===== src/rtl/mod_swapchain_if.sv =====
// Settings/sampler handshake for the segment-transition controller.
// master = settings decoder + sampler side, slave = mod_swapchain.
`timescale 1ns/1ps
interface mod_swapchain_if #(
  parameter int SYS_TIME_WIDTH = 64,
  parameter int GPIO_WIDTH     = 4
);
  logic                      update;
  logic                      req_rd_segment;
  logic [7:0]                transition_mode;
  logic [SYS_TIME_WIDTH-1:0] transition_value;
  logic [31:0]               rep0;
  logic [31:0]               rep1;
  logic [SYS_TIME_WIDTH-1:0] sys_time;
  logic                      loop_end;
  logic [GPIO_WIDTH-1:0]     gpio_in;
  logic                      segment;
  logic                      switched;
  logic                      stop;
  logic                      pending;

  modport master (
    output update, req_rd_segment, transition_mode, transition_value,
           rep0, rep1, sys_time, loop_end, gpio_in,
    input  segment, switched, stop, pending
  );

  modport slave (
    input  update, req_rd_segment, transition_mode, transition_value,
           rep0, rep1, sys_time, loop_end, gpio_in,
    output segment, switched, stop, pending
  );
endinterface


===== src/rtl/mod_swapchain.sv =====
// Segment-transition controller: picks the buffer segment the modulation
// sampler reads, times segment switches and stops finite-repeat segments.
`timescale 1ns/1ps
module mod_swapchain #(
  parameter int SYS_TIME_WIDTH = 64,
  parameter int GPIO_WIDTH     = 4
) (
  input  logic            clk,
  input  logic            rst,
  mod_swapchain_if.slave  bus
);

  typedef enum logic [1:0] {
    RUN       = 2'd0,
    WAIT_SYNC = 2'd1,
    WAIT_TIME = 2'd2,
    WAIT_GPIO = 2'd3
  } state_t;

  localparam logic [7:0]  MODE_SYNC = 8'h00;
  localparam logic [7:0]  MODE_TIME = 8'h01;
  localparam logic [7:0]  MODE_GPIO = 8'h02;
  localparam logic [7:0]  MODE_IMM  = 8'hFF;
  localparam logic [31:0] REP_INF   = 32'hFFFF_FFFF;

  function automatic state_t wait_state(input logic [7:0] mode);
    state_t s;
    case (mode)
      MODE_SYNC: s = WAIT_SYNC;
      MODE_TIME: s = WAIT_TIME;
      MODE_GPIO: s = WAIT_GPIO;
      default:   s = RUN;
    endcase
    return s;
  endfunction

  function automatic logic gpio_rise(input logic [GPIO_WIDTH-1:0] now,
                                     input logic [GPIO_WIDTH-1:0] prev,
                                     input logic [1:0]            idx);
    logic hit;
    hit = 1'b0;
    for (int i = 0; i < GPIO_WIDTH; i++) begin
      if (i == int'(idx)) hit = now[i] & ~prev[i];
    end
    return hit;
  endfunction

  state_t                    state;
  logic                      segment_q;
  logic                      switched_q;
  logic                      stop_q;
  logic                      pending_q;
  logic [31:0]               loop_cnt;
  logic [31:0]               rep_active;
  logic [GPIO_WIDTH-1:0]     gpio_prev;
  logic                      req_seg_q;
  logic [SYS_TIME_WIDTH-1:0] value_q;

  logic mode_wait;
  logic mode_imm;
  logic take_update;
  logic wait_hit;
  logic do_switch;
  logic switch_seg;
  logic count_loop;

  always_comb begin
    mode_wait   = (bus.transition_mode == MODE_SYNC) ||
                  (bus.transition_mode == MODE_TIME) ||
                  (bus.transition_mode == MODE_GPIO);
    mode_imm    = (bus.transition_mode == MODE_IMM);
    take_update = bus.update && (mode_wait || mode_imm);

    // A stopped sampler never wraps, so a sync wait would otherwise hang.
    wait_hit = 1'b0;
    case (state)
      WAIT_SYNC: wait_hit = bus.loop_end || stop_q;
      WAIT_TIME: wait_hit = (bus.sys_time >= value_q);
      WAIT_GPIO: wait_hit = gpio_rise(bus.gpio_in, gpio_prev, value_q[1:0]);
      default:   wait_hit = 1'b0;
    endcase

    // A valid UPDATE always overrides whatever the old request was waiting on.
    do_switch  = (bus.update && mode_imm) || (!take_update && wait_hit);
    switch_seg = take_update ? bus.req_rd_segment : req_seg_q;
    count_loop = !do_switch && bus.loop_end && !stop_q && (rep_active != REP_INF);
  end

  // Request payload; only meaningful while a wait state is active.
  always_ff @(posedge clk) begin
    if (bus.update && mode_wait) begin
      req_seg_q <= bus.req_rd_segment;
      value_q   <= bus.transition_value;
    end
  end

  always_ff @(posedge clk or posedge rst) begin
    if (rst) begin
      state      <= RUN;
      segment_q  <= 1'b0;
      switched_q <= 1'b0;
      stop_q     <= 1'b0;
      pending_q  <= 1'b0;
      loop_cnt   <= '0;
      rep_active <= REP_INF;
      gpio_prev  <= '0;
    end else begin
      gpio_prev  <= bus.gpio_in;
      switched_q <= do_switch;
      if (do_switch) begin
        segment_q  <= switch_seg;
        stop_q     <= 1'b0;
        loop_cnt   <= '0;
        rep_active <= switch_seg ? bus.rep1 : bus.rep0;
        pending_q  <= 1'b0;
        state      <= RUN;
      end else begin
        if (take_update) begin
          state     <= wait_state(bus.transition_mode);
          pending_q <= 1'b1;
        end
        if (count_loop) begin
          if (loop_cnt == rep_active) stop_q <= 1'b1;
          else                        loop_cnt <= loop_cnt + 32'd1;
        end
      end
    end
  end

  assign bus.segment  = segment_q;
  assign bus.switched = switched_q;
  assign bus.stop     = stop_q;
  assign bus.pending  = pending_q;

endmodule

===== src/flat_wrapper.sv =====
// flat-port wrapper written by rule: the top's interface ports become plain ports
module mod_swapchain_flat 
#(
  parameter int SYS_TIME_WIDTH = 64,
  parameter int GPIO_WIDTH     = 4
)
  (clk, rst, bus_update, bus_req_rd_segment, bus_transition_mode, bus_transition_value, bus_rep0, bus_rep1, bus_sys_time, bus_loop_end, bus_gpio_in, bus_segment, bus_switched, bus_stop, bus_pending);
  mod_swapchain_if #(.SYS_TIME_WIDTH(SYS_TIME_WIDTH), .GPIO_WIDTH(GPIO_WIDTH)) bus_i ();
  input  logic clk;
  input  logic rst;
  input wire logic [$bits(bus_i.update)-1:0] bus_update;
  input wire logic [$bits(bus_i.req_rd_segment)-1:0] bus_req_rd_segment;
  input wire logic [$bits(bus_i.transition_mode)-1:0] bus_transition_mode;
  input wire logic [$bits(bus_i.transition_value)-1:0] bus_transition_value;
  input wire logic [$bits(bus_i.rep0)-1:0] bus_rep0;
  input wire logic [$bits(bus_i.rep1)-1:0] bus_rep1;
  input wire logic [$bits(bus_i.sys_time)-1:0] bus_sys_time;
  input wire logic [$bits(bus_i.loop_end)-1:0] bus_loop_end;
  input wire logic [$bits(bus_i.gpio_in)-1:0] bus_gpio_in;
  output wire logic [$bits(bus_i.segment)-1:0] bus_segment;
  output wire logic [$bits(bus_i.switched)-1:0] bus_switched;
  output wire logic [$bits(bus_i.stop)-1:0] bus_stop;
  output wire logic [$bits(bus_i.pending)-1:0] bus_pending;
  assign bus_i.update = bus_update;
  assign bus_i.req_rd_segment = bus_req_rd_segment;
  assign bus_i.transition_mode = bus_transition_mode;
  assign bus_i.transition_value = bus_transition_value;
  assign bus_i.rep0 = bus_rep0;
  assign bus_i.rep1 = bus_rep1;
  assign bus_i.sys_time = bus_sys_time;
  assign bus_i.loop_end = bus_loop_end;
  assign bus_i.gpio_in = bus_gpio_in;
  assign bus_segment = bus_i.segment;
  assign bus_switched = bus_i.switched;
  assign bus_stop = bus_i.stop;
  assign bus_pending = bus_i.pending;
  mod_swapchain #(.SYS_TIME_WIDTH(SYS_TIME_WIDTH), .GPIO_WIDTH(GPIO_WIDTH)) u_core (.clk(clk), .rst(rst), .bus(bus_i));
endmodule

===== config.mk =====
export PLATFORM = sky130hd
export DESIGN_NAME = mod_swapchain_flat
export DESIGN_NICKNAME = d
export VERILOG_FILES = /design/src/rtl/mod_swapchain_if.sv /design/src/rtl/mod_swapchain.sv /design/src/flat_wrapper.sv
export SDC_FILE = /design/constraint.sdc
export NUM_CORES = 1
export LEC_CHECK = 0
export CORE_MARGIN = 8
export CORE_UTILIZATION = 53
export DETAILED_ROUTE_END_ITERATION = 7
export HOLD_SLACK_MARGIN = 0.1
export PLACE_DENSITY = 0.87
export SLEW_MARGIN = 0
export SYNTH_ARGS = -nofsm -noshare
export SYNTH_HDL_FRONTEND = slang
export SYNTH_SLANG_ARGS = --single-unit
export TNS_END_PERCENT = 1

===== constraint.sdc =====
create_clock -name clk -period 4.53 [get_ports clk]
set_clock_uncertainty 0.2 [all_clocks]
set_input_delay 0.906 -clock clk [delete_from_list [all_inputs] [get_ports clk]]
set_output_delay 0.906 -clock clk [all_outputs]
set_load 0.05 [all_outputs]

# Word level (Yosys, flattened, before mapping)
# Cells that the tools add are included.
# op_classes
addsub	1
n_lt_le_gt_ge	1
eq_ne	12
mux	18
bitwise_logic	8
reduce_logical	22
# ops
operator	n
32-bit 2-to-1 mux	4
64-bit >= comparator	1
32-bit by 1-bit adder with 32-bit output (second input constant)	1
32-bit equality test	1
32-bit != test (second input constant)	1
1-bit 2-to-1 mux	10
8-bit by 1-bit equality test with 1-bit output (second input constant)	1
8-bit by 2-bit equality test with 1-bit output (second input constant)	1
8-bit equality test (second input constant)	1
8-bit zero test	1
1-bit logical AND	7
2-bit case mux with 3 select lines	1
2-bit nonzero test	3
1-bit logical OR	5
1-bit AND	4
2-bit equality test (first input constant)	2
2-bit equality test (second input constant)	2
2-bit 2-to-1 mux	2
1-bit inverter	4
2-bit AND reduction	2
1-bit zero test	3
1-bit case mux with 3 select lines	1
1-bit by 2-bit equality test with 1-bit output (first input constant)	1
2-bit by 1-bit equality test with 1-bit output (second input constant)	1
other kinds (2)	2
# totals
ff_bits	139
input_bits	209
output_inout_bits	4
elab_cells	72

# Depth between registers and ports, before layout
# logic_depth
depth_word	15
mapped_depth	11
ltp_nobuf	9

# Worst setup path before layout
# No wires, ideal clock.
# synth_timing
path_kind	input port to flip-flop
startpoint	input port bus_transition_mode[4]
endpoint	register u_core.req_seg_q, enable pin
setup_time_ps	420
t_arrival_ps	2746
t_required_ps	3910
path_slack_ps	1163
stages	4
path_buffers	0
cell_sequence	nor4_1 > and3_1 > nand2_1 > inv_1
# synth_via
elab_chain_cells	4
elab_cells_between_ends	6
cone_classes	eq/ne: 2; reduce/logical: 4
# synth_rtl
item	line_no	rtl
from (decl)	flat_wrapper.sv:13	input wire logic [$bits(bus_i.transition_mode)-1:0] bus_transition_mode;
8-bit by 1-bit equality test with 1-bit output or 8-bit zero test (tied branches)	mod_swapchain.sv:69, mod_swapchain.sv:68	
1-bit logical OR	mod_swapchain.sv:68	mode_wait = (bus.transition_mode == MODE_SYNC) ||
1-bit logical OR (*)	mod_swapchain.sv:69	(bus.transition_mode == MODE_TIME) ||
1-bit logical AND (*)	mod_swapchain.sv:91	if (bus.update && mode_wait) begin
to (signal assigned)	mod_swapchain.sv:92	req_seg_q <= bus.req_rd_segment;
to (decl)	mod_swapchain.sv:56	logic req_seg_q;
# Mark *: on every way between the ends. The rest lies on a longest branch, timed or not.
# A chain may end at the register's enable or synchronous reset.

# Final worst setup path
# layout_timing
startpoint	input port bus_sys_time[9]
endpoint	register u_core.rep_active[4]
# layout_via
elab_chain_cells	4
# layout_rtl
item	line_no	rtl
from (decl)	flat_wrapper.sv:17	input wire logic [$bits(bus_i.sys_time)-1:0] bus_sys_time;
64-bit >= comparator	mod_swapchain.sv:78	WAIT_TIME: wait_hit = (bus.sys_time >= value_q);
1-bit case mux with 3 select lines	mod_swapchain.sv:76	case (state)
1-bit logical AND	mod_swapchain.sv:84	do_switch = (bus.update && mode_imm) || (!take_update && wait_hit);
1-bit logical OR	mod_swapchain.sv:84	
to (signal assigned)	mod_swapchain.sv:114	rep_active <= switch_seg ? bus.rep1 : bus.rep0;
to (decl)	mod_swapchain.sv:54	logic [31:0] rep_active;
# Every way passes these cells.

==> metrics.txt <==
die height=137.5 um; Final Cycle Share=0.8303; DR WL/cell=19.38 um; cell row count=44; Clock power frac=0.332; CTS H-tree depth=4; core outline area=14480 um^2; WL final=21.09 mm; Max Root-Sink Buffers=2; DR vias/cell=5.530; GRT Overall Usage=0.2266; ys async rst share=0.5324; max-cap viol count=0; synth unique cells=50; cells after synthesis=660; first-pass GRT wire length=32.46 mm; Post-CTS Setup Bufs=0; Power per Cell Area=402.9 nW/um^2; CTS Buf Count=17; Final Hold Vio Count=0; die area=18900 um^2; main flop type after synthesis=edfxtp_1; DRC Markers=0; CTS tree=done; P&R area growth vs syn=38.20%; Sw Ratio=0.2687; status=finished clean; post-synthesis mux area share=0.1115; Worst VDD drop=0.0002909 V; Net Switching=1.170 mW; layout cells sized above 1=0.1608; combinational share of power=0.233; Pint=3.185 mW; simple-gate portion of the synthesized area=0.1086; cts hold-fix bufs=0; synthesized area=7823 um^2; Sequential Power Share=0.436; Post-Synth XOR/XNOR Area=0.06046; clock period minus worst slack=3.761 ns; Synth area leader=edfxtp_1; Vias=6017; # setup viols final=0; # IOs=213; Synth Area in Adders=0.1040; RSZ-0062 raised after global routing=false; vias in the first global route=6310; count of warnings emitted by yosys=0; Final Max Slew Viols=0; fmax=265.9 MHz; Initial Utilization=0.5403; Synth top area share=0.2495; GP Congestion=0.8686; CTS sink cnt=139; Yosys reg bits=139; sequential element share of the synthesized area=0.4914; Detailed Route Iter0 Violations=453; Pleak=4.451 nW; Post-DP HPWL=16.42 mm; Pwr Total=4.355 mW; Critical Path Fanout Max=19; critical path class=input pin to register; CTS root buffer=clkbuf_16; Max transition margin=0.4180; largest family of logic cells by synthesized area=multiplexers; GR Overflow Total=0; Crit. End Element=register; Port Buf Inserts=212; nature of the critical path startpoint=input pin; Synth Area in Compound Gates=0.07342; top post-synthesis cells by area=edfxtp_1 (25%), dfrtp_1 (13%), dfstp_2 (11%); Worst-Margin Slew=0.8658 ns; largest net degree at the start of global routing=38; WP data required=4.67 ns; die width=137.5 um; Syn Area/Cell=11.85 um^2; Reg clk slew, reported paths=0.06 ns; EDFF count, synth=65; initial antenna violation count=3; Worst-Skew Late Latency=0.42 ns; PostCTS Resize Cnt=0; fin nets=1163; worst hold path class=register to register; ANT nets after route=0; Synth Net Count=934; Worst Path Arrival=3.90 ns; sum of negative setup slack=0 ns; TritonRoute pass-1 iters=5
## synth_stat cells, types with 2 or more instances
cell type / n
nor3_1: 11
a21o_1: 8
nand4_1: 39
mux2i_1: 2
mux2_1: 3
and3_1: 5
a211o_1: 4
ha_1: 65
xnor2_1: 40
dfstp_2: 32
o21ai_0: 16
or3_1: 10
buf_4: 2
mux2_2: 32
buf_6: 2
nand3_1: 15
o211ai_1: 3
edfxtp_1: 65
o22ai_1: 2
nor4_2: 2
o221ai_1: 2
a211oi_1: 5
nor2_1: 39
buf_2: 2
nand2_1: 26
mux2_4: 29
buf_8: 3
dfrtp_1: 42
clkbuf_1: 3
a21oi_1: 30
xor2_1: 14
a211oi_4: 2
and2_1: 2
inv_1: 78
nand2b_1: 4
nor4_1: 6
o21a_1: 2
## metal layers
layer	track usage	vias to the layer above	part of all wire
met3	0.06783	55	0.095
li1	-	2839	-
met2	0.3995	252	0.50
met1	0.2443	2869	0.37
met5	0	-	0.00052
met4	0.1056	2	0.035
## power groups by stage
stage          logic [mW]  clock network, mW  registers (mW)
6_report             1.01               1.44            1.90
5_1_grt              1.10               1.50            1.92
4_1_cts              1.02               1.45            1.89
3_5_place_dp         1.01                  0            1.90
3_3_place_gp        0.977                  0            1.90
2_1_floorplan       0.667                  0            1.84
## cell usage in the layout (no fill, tap or decap), drive strengths merged, types with 3 or more instances in the layout
cell type	count
buf	10
dfrtp	42
nor2	39
inv	78
dfstp	32
xor2	14
nand2b	4
clkinv	6
a211o	4
clkbuf	21
a21o	8
mux2	64
and3	5
nor4	9
nand4	39
nand3	16
nor3	11
o21ai	16
ha	65
a211oi	7
o211ai	3
clkdlybuf4s50	212
edfxtp	65
nand2	26
bufinv	3
xnor2	40
or3	10
a21oi	30
## final cells by class
cell class	count	area [um^2]
timing repair buffer	222	2222
multi-input combinational	431	3595
inverter	78	292.8
clock buffer	21	481.7
tap	184	230.2
fill	881	3669
clock inverter	11	140.1
antenna	2	5.005
sequential	139	3844
## cells by family (layout without fill, tap and decap cells)
family                   Yosys count  count (layout)
AND/OR/NAND/NOR                  162             162
adder cells (fa/ha/maj)           65              65
buffers and inverters             90             332
other                              0               2
AO/OA/AOI/OAI                     83              83
XOR/XNOR                          54              54
multiplexers                      67              67
flip-flops                       139             139
## worst paths after layout
| path | slack (ns) | start | cells after the start | to |
|---|---|---|---|---|
| max | 0.77 | bus_sys_time[9] | 10 | u_core.rep_active[4] |
| min in group asynchronous | 0.55 | rst | 2 | u_core.loop_cnt[24] |
| max in group asynchronous | 2.83 | rst | 3 | u_core.rep_active[4] |
| min reg2reg | 0.31 | u_core.bus.pending | 2 | u_core.bus.pending |
| max reg2reg | 1.34 | u_core.value_q[9] | 10 | u_core.rep_active[4] |
| min | 0.31 | u_core.bus.pending | 2 | u_core.bus.pending |
## sequential cells by signal, summed over array words and instances, names as in the netlist
| register | count |
|---|---|
| u_core.bus.switched | 1 |
| u_core.gpio_prev | 4 |
| u_core.value_q | 64 |
| u_core.bus.pending | 1 |
| u_core.rep_active | 32 |
| u_core.bus.stop | 1 |
| u_core.state | 2 |
| u_core.req_seg_q | 1 |
| u_core.loop_cnt | 32 |
| u_core.bus.segment | 1 |
## metrics by stage
step	area, um^2	utilization	instances	setup WS (ns)	hold WS [ns]
6_report	10810	0.7466	1088	0.7688	0.3101
5_1_grt	10810	0.7466	1088	0.5683	0.3376
4_1_cts	10810	0.7463	1086	0.7794	0.3244
3_5_place_dp	10180	0.7033	1054	0.3624	0.3148
3_3_place_gp	10180	0.7033	1054	0.4396	0.2810
2_1_floorplan	7823	-	660	1.163	0.3247
## critical path, cell delays in order
cell	delay, ns
clkdlybuf4s50_1	0.40
ha_1	0.31
a211oi_1	0.26
nor2_1	0.08
a2111oi_0	0.47
o211ai_1	0.16
a211o_1	0.37
o2bb2ai_4	0.31
buf_4	0.31
mux2_4	0.31
No activity file was read; power rests on OpenSTA's default activity.
==> RTL change (config.mk and constraints unchanged) <==
Encoding of `state_t`: now one-hot (4 bits for 4 states).
--- a/src/rtl/mod_swapchain.sv
+++ b/src/rtl/mod_swapchain.sv
@@ -11,9 +11,9 @@
 );
 
-  typedef enum logic [1:0] {
-    RUN       = 2'd0,
-    WAIT_SYNC = 2'd1,
-    WAIT_TIME = 2'd2,
-    WAIT_GPIO = 2'd3
+  typedef enum logic [3:0] {
+    RUN       = 4'b0001,
+    WAIT_SYNC = 4'b0010,
+    WAIT_TIME = 4'b0100,
+    WAIT_GPIO = 4'b1000
   } state_t;
 
Behaviour: no difference found for any inputs over 4 cycles, from zero or initial values and one cycle with rst high; so few cycles prove little.
==> RTL change against the original RTL <==
  * Worst hold slack improved by 0.0024 ns
  * Cell area decreased by 0.28%
  * Area after synthesis increased by 1.6%
  * First-iteration DRC count decreased by 24%
  * Wire length increased by 1.0%
  * Critical path depth unchanged
  * Maximum frequency increased by 2.5%
  * Worst setup slack improved by 0.092 ns
  * Sequential cell count increased by 2
  * Register-to-register slack improved by 0.07 ns
  * Power decreased by 8.6%
  * Synthesized cell count increased by 1.8%
==> RTL change: results (changes against the original RTL) <==
[clock_tree]
cts_buffers=17  ; unchanged
clkLatencyLatePin_ns=0.43
htree_levels=4  ; unchanged
cts_max_path_buffers=2  ; unchanged
root_buffer=clkbuf_16
post-cts-setup-buffers=0  ; unchanged
cts-resized-gates=0  ; unchanged

[synthesis]
ys.warnings.count=0  ; unchanged
synthCells=672  ; +1.8%
yosys.cell_types.count=57  ; +14%
synth_common_cells=84 x inv_1, 65 x edfxtp_1, 65 x ha_1
syn_nets=946  ; +1.3%
synth-main-ff-cell=edfxtp_1
synthTopCellsByArea=edfxtp_1 25%, dfrtp_1 14%, dfstp_2 11%
async_reset_ff_share_pct=53.9  ; +0.66 points
ys_seq_area_share_pct=49.0  ; -0.12 points

[place]
portBuffers=212  ; unchanged
pre_cts_ws_ns=0.450  ; +0.0878 ns
routabilityCongestion=0.842  ; -3.1%
dp_hpwl_mm=16.2  ; -1.1%
post_dp_cell_area_um2=10300  ; +1.1%
place_inst=1062  ; +0.76%

[global_routing]
antenna_found_initial=2  ; -1
grt_pass1_wl_mm=33.4  ; +2.8%
grt_pass1_vias=6454  ; +2.3%
grt_max_degree=66  ; +74%
grt_use_total_pct=22.1  ; -0.52 points

[route]
post_drt_via_cell_ratio=5.46  ; -1.2%
drt_iter0_drc=346  ; -24%
drt-pass1-iter-count=5  ; unchanged
wire_per_inst_um=19.5  ; +0.37%
wl_mm=21.3  ; +1.0%

[critical_path]
cp_max_fo=42  ; +23
worstReg2RegStart=u_core.value_q[59]
startpoint=bus_sys_time[43]
slowest_delay_ns=0.45  ; -0.02 ns
cp.arrival_ns=3.81  ; -0.09 ns
cp_slowest_cell=clkdlybuf4s50_1
crit_family=simple AND/OR/NAND/NOR gates

[sta]
slew_headroom_pct=31.5  ; -10 points

[hold_path]
worstHoldStart=u_core.bus.pending
hp-class=flop to flop

[power_and_ir_drop]
powerComb_uw=900  ; -11%
ir_drop_mv=0.296  ; +1.7%
finalPower_uw=3980  ; -8.6%
swShare_pct=27.5  ; +0.65 points
seqPwrFrac_pct=47.2  ; +3.6 points
p_leak_uw=0.00460  ; +3.3%

[status]
status=complete, no violations

[cells_and_area]
top_regs=u_core.value_q (64), u_core.loop_cnt (32), u_core.rep_active (32)
fin_nets=1171  ; +0.69%
final_layout_size_suffix_gt1_share_pct=14.9  ; -1.1 points
n_fill_cell=963  ; +9.3%

[RTL change: cell types whose count changed after synthesis, sizes merged, moves of 6 or more]
cell	before	now
o21ai	16	10
a21oi	30	24
or3	10	1
xnor2	40	30
xor2	14	33
inv	78	84
nand4	39	26
nor2	39	52
[RTL change: path summary, 6_finish.rpt]
path                                         endpoint  slack [ns]  cells after the start
worst max-delay path            u_core.rep_active[13]        0.86                     10
worst min-delay path               u_core.bus.pending        0.31                      2
worst max register to register  u_core.rep_active[13]        1.41                     10
worst min register to register     u_core.bus.pending        0.31                      2
max in group asynchronous       u_core.rep_active[26]        2.59                      3
min in group asynchronous         u_core.gpio_prev[1]        0.70                      2
[RTL change: worst min-delay path, stage by stage, from the launching register on]
cell	delay (ns)
dfrtp_1	0.37
inv_1	0.05
a21oi_1	0.05
[RTL change: layout make-up]
cell class / count / area [µm²] / area share, %
well taps: 184 / 230 / 2.14
flip-flops and latches: 141 / 3890 / 36.1
repair buffers: 220 / 2220 / 20.6
clock inverters: 4 / 20.0 / 0.186
inverters: 84 / 315 / 2.92
multi-input cells: 433 / 3630 / 33.7
diodes: 1 / 2.50 / 0.0232
clock buffers: 28 / 467 / 4.33
[RTL change: routing by layer]
| layer | GRT usage, % | part of all wire (%) | vias to the layer above |
|---|---|---|---|
| met2 | 37.6 | 50 | 235 |
| met1 | 25.6 | 39 | 2857 |
| met4 | 10.8 | 3.6 | 2 |
| met3 | 5.55 | 6.9 | 48 |
| li1 | - | - | 2842 |
| met5 | 0 | 0.061 | - |
[RTL change: logic make-up after synthesis]
| kind of cell | synth area share, % |
|---|---|
| adders and majority gates | 10.2 |
| AOI/OAI and AO/OA | 6.64 |
| muxes | 11.0 |
| and+or+nand+nor | 10.8 |
| buffers and inverters | 5.29 |
| xor gates and xnor gates | 6.94 |
| DFF | 49.0 |
